[config.mk]
export PLATFORM = sky130hd
export DESIGN_NAME = alu_multicycle
export DESIGN_NICKNAME = d
export VERILOG_FILES = /design/src/rtl/alu_multicycle.sv
export SDC_FILE = /design/constraint.sdc
export NUM_CORES = 1
export LEC_CHECK = 0
export ABC_AREA = 1
export CORE_MARGIN = 3
export CORE_UTILIZATION = 50
export CTS_CLUSTER_DIAMETER = 60
export DETAILED_ROUTE_END_ITERATION = 7
export DONT_BUFFER_PORTS = 1
export PLACE_DENSITY_LB_ADDON = 0.05
export SLEW_MARGIN = 20
export SYNTH_ARGS = -nofsm -noshare
export SYNTH_HDL_FRONTEND = slang
export SYNTH_SLANG_ARGS = --single-unit
[constraint.sdc]
create_clock -name clk_i -period 4.75 [get_ports clk_i]
set_input_delay 0.475 -clock clk_i [delete_from_list [all_inputs] [get_ports clk_i]]
set_output_delay 0.475 -clock clk_i [all_outputs]
set_load 0.1 [all_outputs]
[src/rtl/alu_multicycle.sv]
// 32-bit ALU: single-cycle add/sub/xor/or/and, iterative shift-add multiply.
// Define MUL_EARLY_EXIT_EN to end a multiply once the remaining multiplier is zero.
module alu_multicycle (
  input  logic        clk_i,
  input  logic        rst_i,
  input  logic        start_i,
  input  logic [2:0]  ALUCtrl_i,
  input  logic [31:0] data1_i,
  input  logic [31:0] data2_i,
  output logic [31:0] data_o,
  output logic        Zero_o,
  output logic        busy_o,
  output logic        done_o
);

  typedef enum logic {
    IDLE,
    MUL
  } state_t;

  state_t      state_q, state_d;
  logic [31:0] mcand_q, mcand_d;
  logic [31:0] mplier_q, mplier_d;
  logic [31:0] acc_q, acc_d;
  logic [31:0] res_q, res_d;
  logic [4:0]  cnt_q, cnt_d;
  logic        zero_q, zero_d;
  logic        done_q, done_d;
  logic [31:0] alu_res;
  logic [31:0] acc_sum;
  logic        last_iter;

  always_comb begin
    alu_res = '0;
    unique case (1'b1)
      (ALUCtrl_i == 3'b000): alu_res = data1_i + data2_i;
      (ALUCtrl_i == 3'b001): alu_res = data1_i - data2_i;
      (ALUCtrl_i == 3'b100): alu_res = data1_i ^ data2_i;
      (ALUCtrl_i == 3'b110): alu_res = data1_i | data2_i;
      (ALUCtrl_i == 3'b111): alu_res = data1_i & data2_i;
      default:               alu_res = '0;
    endcase
  end

  assign acc_sum = mplier_q[0] ? acc_q + mcand_q : acc_q;

`ifdef MUL_EARLY_EXIT_EN
  assign last_iter = (mplier_q[31:1] == 31'd0);
`else
  assign last_iter = (cnt_q == 5'd31);
`endif

  always_comb begin
    state_d  = state_q;
    mcand_d  = mcand_q;
    mplier_d = mplier_q;
    acc_d    = acc_q;
    cnt_d    = cnt_q;
    res_d    = res_q;
    zero_d   = zero_q;
    done_d   = 1'b0;
    case (state_q)
      IDLE: begin
        if (start_i) begin
          if (ALUCtrl_i == 3'b010) begin
            mcand_d  = data1_i;
            mplier_d = data2_i;
            acc_d    = '0;
            cnt_d    = '0;
            state_d  = MUL;
          end else begin
            res_d  = alu_res;
            zero_d = (alu_res == 32'd0);
            done_d = 1'b1;
          end
        end
      end
      MUL: begin
        // one multiplier bit per cycle, LSB first
        acc_d    = acc_sum;
        mcand_d  = mcand_q << 1;
        mplier_d = mplier_q >> 1;
        cnt_d    = cnt_q + 5'd1;
        if (last_iter) begin
          res_d   = acc_sum;
          zero_d  = (acc_sum == 32'd0);
          done_d  = 1'b1;
          state_d = IDLE;
        end
      end
      default: state_d = IDLE;
    endcase
  end

  always_ff @(posedge clk_i) begin
    if (rst_i) begin
      state_q  <= IDLE;
      mcand_q  <= '0;
      mplier_q <= '0;
      acc_q    <= '0;
      cnt_q    <= '0;
      res_q    <= '0;
      zero_q   <= 1'b1;
      done_q   <= 1'b0;
    end else begin
      state_q  <= state_d;
      mcand_q  <= mcand_d;
      mplier_q <= mplier_d;
      acc_q    <= acc_d;
      cnt_q    <= cnt_d;
      res_q    <= res_d;
      zero_q   <= zero_d;
      done_q   <= done_d;
    end
  end

  assign data_o = res_q;
  assign Zero_o = zero_q;
  assign busy_o = (state_q == MUL);
  assign done_o = done_q;

endmodule

==> metrics.md <==
| Metric | Value |
|---|---|
| Switch Pwr | 1.35 mW |
| Layout area overhead | 6.19% |
| Largest net degree at the start of global routing | 102 |
| CTS tree | built |
| RSZ-0062 raised after global routing | no |
| Max_slew headroom | 25.0% |
| Worst-path clk slew | 0.07 ns |
| CTS sink cnt | 136 |
| Cell Area, Synth | 13000 µm² |
| Final critical-path required period | 3.84 ns |
| Post-synthesis adder-cell area fraction | 12.8% |
| R2R Path Start | mplier_q[0] |
| Period Utilization, post-route | 80.9% |
| Die extent in y | 167 µm |
| CP Class | primary input to register |
| Setup WS pre-CTS | 0.535 ns |
| Combinational share of power | 20.9% |
| Top post-synthesis cells by area | nand2_1, dfxtp_1, ha_1 |
| Met1 WL | 21.4 mm |
| DRT antenna net count | 0 |
| Die X | 167 µm |
| Final TNS setup | 0 ns |
| Crit path buf inv count | 2 |
| GPL Wtd Cong | 0.960 |
| Distinct cells, synth | 40 |
| CP required | 5.13 ns |
| CP delay by family, top | simple AND/OR/NAND/NOR gates |
| ANT cells | 0 |
| Post-synth top area share | 23.1% |
| Seq cells post-synth | 136 |
| Initial antenna violation count | 0 |
| CTS Buf Count | 17 |
| Crit path DAT | 4.23 ns |
| Setup Fix Bufs, Post-CTS | 0 |
| Worst-case clock buffer depth | 2 |
| Max_cap viols | 0 |
| Via count | 13875 |
| Worst slew pin tran | 1.13 ns |
| Overflow after GRT | 0 |
| Largest family of logic cells by synthesized area | simple AND/OR/NAND/NOR gates |
| Total power | 3.57 mW |
| Hold Violations, Final | 0 |
| Post-synthesis simple-gate area fraction | 37.0% |
| Vias in the first global route | 12830 |
| Worst setup startpoint | data2_i[1] |
| Multiplexer share of the synthesized area | 0.0772% |
| Complex-gate fraction of the synthesized area | 14.8% |
| Max VDD drop | 0.146 mV |
| DRT iter0 DRCs | 1219 |
| Register share of total power | 39.3% |
| Status | finished clean |
| Clock Latency Late Sink | 0.43 ns |
| HP Class | primary input to register |
| Max-slew violations | 0 |
| Clk network pwr share | 39.8% |
| Fin nets | 2363 |
| Dominant cell type by area after synthesis | nand2_1 |
| Dpl hpwl | 35.3 mm |
| Top Layer Used | met4 |
| First-pass GRT wire length | 70.4 mm |
| Startpoint types | primary input |
| Switch share | 37.7% |
| Area share of xor/xnor cells in the synthesized design | 2.57% |
| Vias/cell | 5.54 |
| DRT Wirelength | 44.7 mm |
| Avg Cell Area, Syn | 5.88 µm² |
| Part of the Yosys area used for sequential elements | 21.0% |
| Metal3 WL | 2.84 mm |
| Max Fanout on Critical Path | 5 |
| Critical path's slowest cell | ha_1 |
| Hold_sp | rst_i |
| Layout cell share with drive strength beyond 1 | 3.26% |
| Syn Inst Count | 2205 |
| P_int | 2.23 mW |
| Final hold slack | 0.114 ns |
| Final WS setup | 0.906 ns |
| Wirelength per Cell | 17.8 µm |
| Syn_nets | 2406 |
| Most used cell, CP | nand2_1 |
| Layout Utilization | 54.3% |
| Core area | 25300 µm² |
| DRC errors left | 0 |
| H-Tree Depth | 4 |
| Cell Pwr Density | 260 nW/µm² |
| Met2 routed WL | 19.7 mm |
| Fmax | 260 MHz |
| Tot GR Track Use | 31.4% |
| Cell row count | 58 |
| Die area | 27900 µm² |
| Initial Util | 51.2% |
| Leak | 7.01 nW |
| Total number of yosys warnings | 0 |
| Ports | 105 |
| Cts repair resizes | 0 |
| Hold Buf Count CTS | 0 |
| First drt pass iteration count | 5 |
| Clock Tree Root | clkbuf_16 |
| IO Port Bufs | 0 |
| Slowest Stage Delay on Critical Path | 0.39 ns |
| Final setup violating endpoints | 0 |
| Final worst clock skew | 0.0146 ns |
| Crit. End Element | register |
path summary, 6_finish.rpt:
| check | depth (start not counted) | slack [ns] | to |
|---|---|---|---|
| max | 26 | 0.91 | Zero_o |
| min | 1 | 0.11 | acc_q[18] |
| max reg2reg | 11 | 1.75 | Zero_o |
| min reg2reg | 2 | 0.47 | mplier_q[18] |
cell usage after synthesis, drive strengths merged:
| master | count |
|---|---|
| o21ai | 62 |
| and3 | 1 |
| o211ai | 16 |
| nand2 | 797 |
| ha | 129 |
| a31oi | 62 |
| xor2 | 32 |
| o41ai | 1 |
| o21a | 1 |
| nor2 | 174 |
| nand3b | 13 |
| nand4 | 25 |
| o21bai | 6 |
| clkinv | 1 |
| nor3 | 18 |
| o211a | 1 |
| a22oi | 23 |
| or2 | 13 |
| a221oi | 19 |
| xnor2 | 6 |
| clkbuf | 51 |
| a21oi | 129 |
| fa | 2 |
| buf | 21 |
| nor4 | 4 |
| mux2i | 1 |
| inv | 324 |
| a21o | 2 |
| nand3 | 135 |
| dfxtp | 136 |
cell families after synthesis:
family,after synthesis
buffers and inverters,397
AND/OR/NAND/NOR,1180
XOR/XNOR,38
adder cells (fa/ha/maj),131
multiplexers,1
flip-flops,136
AO/OA/AOI/OAI,322
cell usage in the layout (no fill, tap or decap), drive strengths merged, types with 23 or more instances in the layout:
cell type / instances
o21ai: 62
xor2: 32
ha: 129
dfxtp: 136
nor2: 174
a31oi: 62
nand4: 25
nand3: 135
nand2: 797
a22oi: 23
inv: 329
a21oi: 129
worst reg2reg max path, cell delays in order (launching register included):
cell and delay (ns):
dfxtp_1 0.33, buf_4 0.40, clkinv_1 0.76, mux2i_1 0.36, inv_1 0.08, nor3_1 0.21
nand4_1 0.17, nor2_1 0.25, nand4_1 0.16, nand2_1 0.11, nand2_1 0.05, nand2_1 0.07
stage by stage:
stage,cell area [µm²],instances
detailed placement,13200,2473
floorplan,13000,2205
finish,13800,2505
global placement,13200,2473
global route,13800,2505
CTS,13800,2505
state kept, by name (all words and copies together) (netlist names):
register  cells
acc_q        32
data_o       32
busy_o        1
mplier_q     32
Zero_o        1
mcand_q      32
done_o        1
cnt_q         5
final cells by class:
class | instances | area (µm²)
well taps | 330 | 413
fillers | 2714 | 11600
multi-input cells | 1672 | 8730
inverters | 325 | 1220
repair buffers | 10 | 75.1
clock inverters | 13 | 159
flip-flops and latches | 136 | 2730
clock buffers | 19 | 443
power by group through the flow:
stage | Clock [mW] | Sequential (mW) | Combinational (mW)
6_report | 1.42 | 1.41 | 0.746
5_1_grt | 1.48 | 1.41 | 0.844
4_1_cts | 1.43 | 1.40 | 0.734
3_5_place_dp | 0 | 1.43 | 0.729
3_3_place_gp | 0 | 1.43 | 0.722
2_1_floorplan | 0 | 1.41 | 0.563
per-layer routing:
metal / up-vias / global-route usage, %
met5: - / 0
met1: 6431 / 45.4
met3: 50 / 4.51
met2: 408 / 49.7
li1: 6986 / -
met4: 0 / 6.71
No activity file was read; power rests on OpenSTA's default activity.
